### src/rtl/mips32_ifetch_queue_if.sv
// ============================================================================
// Module   : mips32_ifetch_queue_if
// Purpose  : Instruction-memory request/response and ID-stage handshake bundle
// Revision : 1.0  initial release
// ============================================================================
`default_nettype none

interface mips32_ifetch_queue_if #(
  parameter int ADDR_W = 10
) ();
  logic              imem_req_valid;
  logic [ADDR_W-1:0] imem_req_addr;
  logic              imem_req_ready;
  logic              imem_rsp_valid;
  logic [31:0]       imem_rsp_data;
  logic              id_valid;
  logic [31:0]       id_ir;
  logic [31:0]       id_npc;
  logic              id_ready;

  // master is the fetch unit; slave is the memory/decode side
  modport master (
    output imem_req_valid, imem_req_addr,
    input  imem_req_ready, imem_rsp_valid, imem_rsp_data,
    output id_valid, id_ir, id_npc,
    input  id_ready
  );

  modport slave (
    input  imem_req_valid, imem_req_addr,
    output imem_req_ready, imem_rsp_valid, imem_rsp_data,
    input  id_valid, id_ir, id_npc,
    output id_ready
  );
endinterface

`default_nettype wire

### src/rtl/mips32_ifetch_queue.sv
// ============================================================================
// Module   : mips32_ifetch_queue
// Purpose  : PC owner, imem request issue and in-order prefetch queue to ID
// Revision : 1.0  initial release
// ============================================================================
`default_nettype none

module mips32_ifetch_queue #(
  parameter int          DEPTH    = 4,
  parameter int          ADDR_W   = 10,
  parameter logic [31:0] RESET_PC = 32'd0
) (
  input  logic                   clk1,
  input  logic                   rst,
  input  logic                   halted,
  input  logic                   redirect_valid,
  input  logic [31:0]            redirect_pc,
  output logic [31:0]            pc,
  mips32_ifetch_queue_if.master  bus
);

  localparam int               PTR_W   = $clog2(DEPTH);
  localparam int               CNT_W   = PTR_W + 1;
  localparam logic [CNT_W:0]   DEPTH_C = (CNT_W + 1)'(DEPTH);

  logic [31:0]      pc_q, pc_d;
  logic [CNT_W-1:0] count_q, count_d;
  logic [CNT_W-1:0] outstanding_q, outstanding_d;
  logic [CNT_W-1:0] drop_q, drop_d;
  logic [PTR_W-1:0] head_q, head_d;
  logic [PTR_W-1:0] tail_q, tail_d;
  logic [31:0]      ir_q  [DEPTH];
  logic [31:0]      ir_d  [DEPTH];
  logic [31:0]      npc_q [DEPTH];
  logic [31:0]      npc_d [DEPTH];
  logic [PTR_W-1:0] tag_wr_q, tag_wr_d;
  logic [PTR_W-1:0] tag_rd_q, tag_rd_d;
  logic [31:0]      tag_q [DEPTH];
  logic [31:0]      tag_d [DEPTH];

  logic             req_valid;
  logic             req_fire;
  logic             rsp_take;
  logic             rsp_drop;
  logic             deq;
  logic [CNT_W-1:0] outstanding_nxt;

  // Credit covers both buffered and in-flight words, so an accepted
  // response always finds a free queue slot.
  always_comb begin
    req_valid = !rst && !halted && !redirect_valid &&
                (({1'b0, count_q} + {1'b0, outstanding_q}) < DEPTH_C);
    req_fire  = req_valid && bus.imem_req_ready;
    rsp_drop  = bus.imem_rsp_valid && (drop_q != '0);
    rsp_take  = bus.imem_rsp_valid && (drop_q == '0);
    deq       = (count_q != '0) && bus.id_ready;
    outstanding_nxt = outstanding_q + CNT_W'(req_fire) - CNT_W'(bus.imem_rsp_valid);
  end

  always_comb begin
    pc_d          = pc_q;
    count_d       = count_q;
    outstanding_d = outstanding_nxt;
    drop_d        = drop_q - CNT_W'(rsp_drop);
    head_d        = head_q;
    tail_d        = tail_q;
    ir_d          = ir_q;
    npc_d         = npc_q;
    tag_wr_d      = tag_wr_q;
    tag_rd_d      = tag_rd_q;
    tag_d         = tag_q;

    if (req_fire) begin
      pc_d            = pc_q + 32'd1;
      tag_d[tag_wr_q] = pc_q + 32'd1;
      tag_wr_d        = tag_wr_q + PTR_W'(1);
    end

    if (rsp_take) begin
      ir_d[tail_q]  = bus.imem_rsp_data;
      npc_d[tail_q] = tag_q[tag_rd_q];
      tail_d        = tail_q + PTR_W'(1);
      tag_rd_d      = tag_rd_q + PTR_W'(1);
    end

    if (deq) begin
      head_d = head_q + PTR_W'(1);
    end

    count_d = count_q + CNT_W'(rsp_take) - CNT_W'(deq);

    // Everything still in flight belongs to the abandoned stream; a word
    // returning this very cycle is already excluded from outstanding_nxt.
    if (redirect_valid) begin
      pc_d     = redirect_pc;
      count_d  = '0;
      head_d   = '0;
      tail_d   = '0;
      tag_wr_d = '0;
      tag_rd_d = '0;
      drop_d   = outstanding_nxt;
    end
  end

  always_ff @(posedge clk1 or posedge rst) begin
    if (rst) begin
      pc_q          <= RESET_PC;
      count_q       <= '0;
      outstanding_q <= '0;
      drop_q        <= '0;
      head_q        <= '0;
      tail_q        <= '0;
      tag_wr_q      <= '0;
      tag_rd_q      <= '0;
      for (int i = 0; i < DEPTH; i++) begin
        ir_q[i]  <= '0;
        npc_q[i] <= '0;
        tag_q[i] <= '0;
      end
    end else begin
      pc_q          <= pc_d;
      count_q       <= count_d;
      outstanding_q <= outstanding_d;
      drop_q        <= drop_d;
      head_q        <= head_d;
      tail_q        <= tail_d;
      tag_wr_q      <= tag_wr_d;
      tag_rd_q      <= tag_rd_d;
      ir_q          <= ir_d;
      npc_q         <= npc_d;
      tag_q         <= tag_d;
    end
  end

  assign pc                 = pc_q;
  assign bus.imem_req_valid = req_valid;
  assign bus.imem_req_addr  = pc_q[ADDR_W-1:0];
  assign bus.id_valid       = (count_q != '0);
  assign bus.id_ir          = ir_q[head_q];
  assign bus.id_npc         = npc_q[head_q];

endmodule

`default_nettype wire

### src/flat_wrapper.sv
// flat-port wrapper written by rule: the top's interface ports become plain ports
module mips32_ifetch_queue_flat 
#(
  parameter int          DEPTH    = 4,
  parameter int          ADDR_W   = 10,
  parameter logic [31:0] RESET_PC = 32'd0
)
  (clk1, rst, halted, redirect_valid, redirect_pc, pc, bus_imem_req_valid, bus_imem_req_addr, bus_imem_req_ready, bus_imem_rsp_valid, bus_imem_rsp_data, bus_id_valid, bus_id_ir, bus_id_npc, bus_id_ready);
  mips32_ifetch_queue_if #(.ADDR_W(ADDR_W)) bus_i ();
  input  logic clk1;
  input  logic rst;
  input  logic halted;
  input  logic redirect_valid;
  input  logic [31:0] redirect_pc;
  output logic [31:0] pc;
  output wire logic [$bits(bus_i.imem_req_valid)-1:0] bus_imem_req_valid;
  output wire logic [$bits(bus_i.imem_req_addr)-1:0] bus_imem_req_addr;
  input wire logic [$bits(bus_i.imem_req_ready)-1:0] bus_imem_req_ready;
  input wire logic [$bits(bus_i.imem_rsp_valid)-1:0] bus_imem_rsp_valid;
  input wire logic [$bits(bus_i.imem_rsp_data)-1:0] bus_imem_rsp_data;
  output wire logic [$bits(bus_i.id_valid)-1:0] bus_id_valid;
  output wire logic [$bits(bus_i.id_ir)-1:0] bus_id_ir;
  output wire logic [$bits(bus_i.id_npc)-1:0] bus_id_npc;
  input wire logic [$bits(bus_i.id_ready)-1:0] bus_id_ready;
  assign bus_imem_req_valid = bus_i.imem_req_valid;
  assign bus_imem_req_addr = bus_i.imem_req_addr;
  assign bus_i.imem_req_ready = bus_imem_req_ready;
  assign bus_i.imem_rsp_valid = bus_imem_rsp_valid;
  assign bus_i.imem_rsp_data = bus_imem_rsp_data;
  assign bus_id_valid = bus_i.id_valid;
  assign bus_id_ir = bus_i.id_ir;
  assign bus_id_npc = bus_i.id_npc;
  assign bus_i.id_ready = bus_id_ready;
  mips32_ifetch_queue #(.DEPTH(DEPTH), .ADDR_W(ADDR_W), .RESET_PC(RESET_PC)) u_core (.clk1(clk1), .rst(rst), .halted(halted), .redirect_valid(redirect_valid), .redirect_pc(redirect_pc), .pc(pc), .bus(bus_i));
endmodule
### config.mk
export PLATFORM = sky130hd
export DESIGN_NAME = mips32_ifetch_queue_flat
export DESIGN_NICKNAME = d
export VERILOG_FILES = /design/src/rtl/mips32_ifetch_queue_if.sv /design/src/rtl/mips32_ifetch_queue.sv /design/src/flat_wrapper.sv
export SDC_FILE = /design/constraint.sdc
export NUM_CORES = 1
export LEC_CHECK = 0
export ABC_CLOCK_PERIOD_IN_PS = 29900
export CORE_MARGIN = 2
export CORE_UTILIZATION = 55
export CTS_CLUSTER_SIZE = 10
export DETAILED_ROUTE_END_ITERATION = 10
export DONT_BUFFER_PORTS = 1
export HOLD_SLACK_MARGIN = 0.08
export PLACE_DENSITY = 0.74
export RECOVER_POWER = 50
export SLEW_MARGIN = 0
export SYNTH_ARGS = -nofsm -noshare
export SYNTH_HDL_FRONTEND = slang
export SYNTH_SLANG_ARGS = --single-unit
### constraint.sdc
create_clock -name clk1 -period 29.9 [get_ports clk1]
set_clock_uncertainty 0.2 [all_clocks]
set_input_delay 1.495 -clock clk1 [delete_from_list [all_inputs] [get_ports clk1]]
set_output_delay 1.495 -clock clk1 [all_outputs]
set_load 0.005 [all_outputs]
==> flow_summary.ini, run 1 <==
[outcome]
status = finished, violations left
violations = capacitance limit, slew limit

[synthesis]
yosysUniqueCellTypes = 45
yosysTopAreaCellShare_pct = 55.8
yosys_warnings = 0
synth_top_area_cell = dfrtp_1
synthMuxAreaShare_pct = 26.9
synth-compound-area-share_pct = 5.30
netlist_area_um2 = 19400
synthFlopType = dfrtp_1
synth_async_sr_flop_share_pct = 100
synth_edf_count = 0
yosysMostFrequentCell = dfrtp_1
synthTopCellsByCount = 433 x dfrtp_1, 268 x mux2_2, 154 x nand2_1
seq_area_frac_synth_pct = 55.8
synth-simple-area-share_pct = 6.01
synth_area_leaders = dfrtp_1 56%, mux2_2 16%, mux4_2 11%, o21ai_0 3.5%, nand2_1 3.0%
netlist_instances = 1417
yosys.area_share.xor_xnor_pct = 1.80
syn_nets = 1507
syn_area_per_cell_um2 = 13.7
synth_seq_cells = 433
synth_top_family_by_area = multiplexers
synthAdderAreaFrac_pct = 1.30

[critical_path]
max_stage_delay_ps = 6270
critical_path.startpoint_type = input port
reg2reg_setup_slack_ps = 25200
endpoint = u_core.head_q[0]$_DFFE_PP0P_
cp_top_family = buffers and inverters
cp-startpoint = rst
worstPathRequired_ps = 26940
crit_buf_inv = 2
rr_startpoint = u_core.count_q[1]$_DFF_PP0_
reg2reg_depth = 7
cp.arrival_ps = 11130
r2r-end = u_core.tag_q[52]$_DFFE_PP0P_
worst-path-max-fanout = 173
cp_slowest_cell = clkbuf_1
cp.depth = 2
path_class = in -> async
path_cells = clkinvlp_2, clkbuf_1
end_kind = async pin

[pwr]
pwr-share-clk_pct = 31.1
intPower_w = 0.00122
max-vdd-ir-drop_mv = 0.0532
p_leak_nw = 9.62
switchingPower_w = 0.000485
combPwrFrac_pct = 23.4
netSwitchingFraction_pct = 28.4
seqPwrFrac_pct = 45.6
powerDensity_nw_per_um2 = 81.4

[sta]
holdWs_ps = 273
finalHoldViolations = 0
fmax_mhz = 71.0
setup_violations = 0
slew_violations = 479
rsz0062_at_grt = false
tightest_slew_ps = 8620
period_share_pct = 47.1
slew_headroom_pct = -474
fin_tns_setup_ps = 0
setup_slack_ps = 15810
min_period_ps = 14090

[global_route]
grt.overflow.total = 0
grt_first_pass_wirelength_um = 64700
grt_antenna_before_repair = 0
grt_max_degree = 174
grt_pass1_vias = 11800
track_usage_pct = 22.6

[floorplan]
dieArea_um2 = 36800
dieWidth_um = 192
core-area_um2 = 34600
row_count = 68
initial_core_util_pct = 56.1
die_h_um = 192
io_pins = 179

[clock_tree]
cts_buffer_depth = 3
root_buffer = clkbuf_16
post_cts_buffers = 0
clock_latency_ps = 570
cts_resized = 0
cts_tree = done
ctsHoldBuffers = 0
cts.sink_count = 433
numCtsBuffers = 50
clk_pin_slew_ps = 50
htree_levels = 2

[layout]
instances_no_fill = 1839
antennaDiodeCount = 0
utilization_pct = 60.6
fillers = 2607
area_delta_synth_final_pct = 8.00
nets = 1465
layout-drive-gt1-share_pct = 32.0

[drt]
wirelength_um = 39800
vias = 11300
drc_errors = 0
drtPass1Iterations = 7
via_per_inst = 6.14
route.detailed.wl_per_inst_um = 21.6
initialDrtViolationCount = 625
ant_nets = 0

[place]
pre_cts_ws_ps = 25680
dp_cells = 1778
dp_hpwl_um = 24300
gp_congestion = 0.786
numPortBuffers = 0

[job]
maxCapViolCount = 5

[worst_hold_path]
worstHoldPathType = reg -> reg
## worst min path at each step
| stage | start | to | depth (start not counted) |
|---|---|---|---|
| 2_1_floorplan | u_core.tag_q[32]$_DFFE_PP0P_ | u_core.tag_q[32]$_DFFE_PP0P_ | 2 |
| 3_3_place_gp | u_core.tag_q[119]$_DFFE_PP0P_ | u_core.tag_q[119]$_DFFE_PP0P_ | 2 |
| 3_5_place_dp | u_core.tag_q[29]$_DFFE_PP0P_ | u_core.tag_q[29]$_DFFE_PP0P_ | 2 |
| 4_1_cts | u_core.tag_q[51]$_DFFE_PP0P_ | u_core.tag_q[51]$_DFFE_PP0P_ | 2 |
| 5_1_grt | u_core.tag_q[26]$_DFFE_PP0P_ | u_core.tag_q[26]$_DFFE_PP0P_ | 2 |
| 6_report | u_core.tag_q[63]$_DFFE_PP0P_ | u_core.tag_q[63]$_DFFE_PP0P_ | 2 |
## sequential cells by signal, summed over array words and instances, names as in the netlist, 3 cells and up
signal and cells:
u_core.count_q 3, u_core.drop_q 3, u_core.ir_q 128, u_core.npc_q 128
u_core.outstanding_q 3, u_core.pc 32, u_core.tag_q 128
## power groups by stage
stage                     registers [W]  logic (W)  clock network [W]
after CTS                      0.000778   0.000410           0.000542
after global routing           0.000794   0.000440           0.000567
after detailed placement       0.000788   0.000408                  0
after floorplan                0.000755   0.000332                  0
after global placement         0.000778   0.000394                  0
final                          0.000778   0.000399           0.000530
## cell usage in the layout (no fill, tap or decap), types with 9 or more instances in the layout
cell | synthesis | layout
or3_1 | 9 | 9
xor2_1 | 21 | 21
nor2_1 | 22 | 22
a221o_1 | 11 | 11
clkbuf_1 | 50 | 10
nand3_1 | 23 | 23
dfrtp_1 | 433 | 430
o21ai_0 | 135 | 135
ha_1 | 17 | 17
mux2_2 | 268 | 268
inv_1 | 20 | 20
mux4_2 | 96 | 96
nand2_1 | 154 | 146
nand4_1 | 12 | 12
clkbuf_16 | 0 | 53
xnor2_1 | 19 | 19
## worst min-delay path, delay by kind of cell, from the launching register on
family           cells  cell delay (ps)
AND/OR/NAND/NOR      1               40
AO/OA/AOI/OAI        1               60
flip-flops           1              330
## metal layers
metal	track usage (%)	routed length (µm)
met5	0	0
met4	6.07	669
met3	5.26	2790
met2	35.9	18900
met1	31.6	17500
## cell type report
class	count	area [µm²]	area share, %
Sequential cell	433	10800	51.7
Clock inverter	2	16.3	0.0776
Multi-Input combinational cell	860	8060	38.4
Tap cell	455	569	2.71
Timing Repair Buffer	9	52.6	0.251
Inverter	21	80.1	0.382
Clock buffer	59	1350	6.43
## through the flow
stage	total power, W	cell area [µm²]
after CTS	0.00173	21000
after global routing	0.00180	21000
after floorplan	0.00109	19400
after global placement	0.00117	19600
after detailed placement	0.00120	19600
final	0.00171	21000
## cell families after synthesis
group                      after synthesis
AOI/OAI and AO/OA                      180
xor gates and xnor gates                40
adders and majority gates               19
buffers and inverters                  124
DFF                                    433
muxes                                  368
and+or+nand+nor                        253
Power figures use the tool's default switching activity.
==> run 2, diff against run 1 <==
- ABC_CLOCK_PERIOD_IN_PS: 29900 -> 13400
- clock period: 29.9 -> 13.4 ns (I/O delays scaled with it)
==> run 2 against run 1 <==
  * The run still ends with capacitance limit, slew limit left
  * Worst hold slack worse by 160 ps
  * Combinational power up 130%
  * Global-route usage is 0.61 points higher
  * Total power grew 120%
  * Final cell count up 3.5%
  * Clock power is 120% higher
  * Utilization is 1.8 points higher
  * Count of clock-buffer cells in the layout grew 2
  * Non-clock buffer count grew 63
  * Register-to-register slack got worse by 17000 ps
  * Critical endpoint is now u_core.tag_q[28]$_DFFE_PP0P_
==> flow_summary.ini, run 2 (synthesis gave the netlist of run 1 again) <==
[pwr]
pwr-share-clk_pct = 30.6
intPower_w = 0.00274
netSwitchingFraction_pct = 28.7
max-vdd-ir-drop_mv = 0.101
combPwrFrac_pct = 23.9
powerDensity_nw_per_um2 = 178
p_leak_nw = 9.86
finalPower_w = 0.00384
switchingPower_w = 0.00110
seqPwrFrac_pct = 45.5

[critical_path]
max_stage_delay_ps = 3180
reg2reg_setup_slack_ps = 8580
worst-path-max-fanout = 131
path_class = in -> async
cp_slowest_cell = clkinvlp_2
path_cells = dlygate4sd3_1, clkinvlp_2, buf_4, buf_4
reg2reg_depth = 9
r2r-end = u_core.pc[20]$_DFFE_PP0P_
critical_path.startpoint_type = input port
cp.arrival_ps = 6300
crit_top_cell = buf_4
worstPathRequired_ps = 13810
rr_startpoint = u_core.count_q[1]$_DFF_PP0_
end_kind = async pin

[sta]
slew_headroom_pct = -288
fmax_mhz = 170
fin_tns_setup_ps = 0
tightest_slew_ps = 5790
setup_violations = 0
finalHoldViolations = 0
slew_violations = 367
rsz0062_at_grt = false
min_period_ps = 5890
period_share_pct = 43.9

[drt]
initialDrtViolationCount = 620
via_per_inst = 6.10
vias = 11600
drc_errors = 0
drtPass1Iterations = 5
ant_nets = 0
wirelength_um = 41100
route.detailed.wl_per_inst_um = 21.6

[worst_hold_path]
holdPathStages = 2
worstHoldPathType = in -> reg
hold_end = u_core.pc[31]$_DFFE_PP0P_
min_from = redirect_valid

[layout]
antennaDiodeCount = 0
largestRegisters = u_core.ir_q: 128 flops, u_core.npc_q: 128 flops, u_core.tag_q: 128 flops
nets = 1528
seq_area_um2 = 10800
multi_input_area_um2 = 8040
utilization_pct = 62.3
area_delta_synth_final_pct = 11.2
fillers = 2583
final_common_cell = dfrtp_1
layout-drive-gt1-share_pct = 30.5
final_cell_mix = 431 x dfrtp_1, 268 x mux2_2, 149 x nand2_1

[global_route]
grt_antenna_before_repair = 0
grt_pass1_vias = 12400
track_usage_pct = 23.2
grt_max_degree = 178
grt_first_pass_wirelength_um = 66800
grt.overflow.total = 0

[job]
maxCapViolCount = 5

[clock_tree]
cts_tree = done
cts_buffer_depth = 3
cts.sink_count = 433
clock_latency_ps = 560
clk_pin_slew_ps = 60
htree_levels = 2
root_buffer = clkbuf_16
ctsHoldBuffers = 63
cts_resized = 0
numCtsBuffers = 50
post_cts_buffers = 0

[outcome]
violations = capacitance limit, slew limit
status = finished, violations left

[place]
gp_congestion = 0.791
dp_hpwl_um = 24600
numPortBuffers = 0

[floorplan]
dieWidth_um = 192
die_h_um = 192
io_pins = 179
core-area_um2 = 34600
dieArea_um2 = 36800
row_count = 68
initial_core_util_pct = 56.1
## run 2: cell count changes in the layout (fill, tap and decap cells not counted)
cell,change
buf_4,+1
clkinvlp_4,-1
clkbuf_16,-2
nand2_1,+3
clkbuf_8,+2
nand2_4,-3
buf_12,+2
inv_6,+1
dfrtp_4,-1
dfrtp_1,+1
dlygate4sd3_1,+62
## run 2: worst max path at each step
stage	start	to	slack, ps	depth (start not counted)
2_1_floorplan	rst	u_core.count_q[0]$_DFF_PP0_	470	1
3_3_place_gp	halted	u_core.tag_q[20]$_DFFE_PP0P_	10040	6
3_5_place_dp	halted	u_core.tag_q[56]$_DFFE_PP0P_	9990	6
4_1_cts	u_core.head_q[0]$_DFFE_PP0P_	bus_id_npc[16]	9630	2
5_1_grt	rst	u_core.tag_q[28]$_DFFE_PP0P_	6440	4
6_report	rst	u_core.tag_q[28]$_DFFE_PP0P_	7510	4
## run 2: area by class of cell
type,instances,share of cell area [%]
sequential,433,50.2
multi-input combinational,860,37.2
clock buffer,61,6.18
inverter,21,0.371
clock inverter,2,0.0811
tap,455,2.64
timing repair buffer,72,3.30
## run 2: metal layers
layer	routed length [µm]	GRT usage [%]	up-vias
met5	0	0	-
met4	608	5.21	0
met3	2660	5.35	54
met2	19500	37.3	351
met1	18400	32.5	6058
li1	-	-	5146
## run 2: metrics by stage
step | cells | setup slack, ps | area [µm²] | hold slack (ps)
after floorplan | 1417 | 470 | 19400 | 245
after global placement | 1778 | 10040 | 19600 | 256
after detailed placement | 1778 | 9990 | 19600 | 265
after CTS | 1904 | 9630 | 21600 | 81.3
after global routing | 1904 | 6440 | 21600 | 98.9
final | 1904 | 7510 | 21600 | 111
## run 2: power by group through the flow
| stage | clock network, W | logic (W) | registers, W |
|---|---|---|---|
| after detailed placement | 0 | 0.000906 | 0.00176 |
| after floorplan | 0 | 0.000740 | 0.00168 |
| final | 0.00118 | 0.000918 | 0.00175 |
| after global routing | 0.00126 | 0.00101 | 0.00178 |
| after global placement | 0 | 0.000871 | 0.00174 |
| after CTS | 0.00120 | 0.000930 | 0.00175 |
## run 2: worst max-delay path: cells and delay by family
| kind | cells | cell delay [ps] |
|---|---|---|
| buffers and inverters | 4 | 5530 |
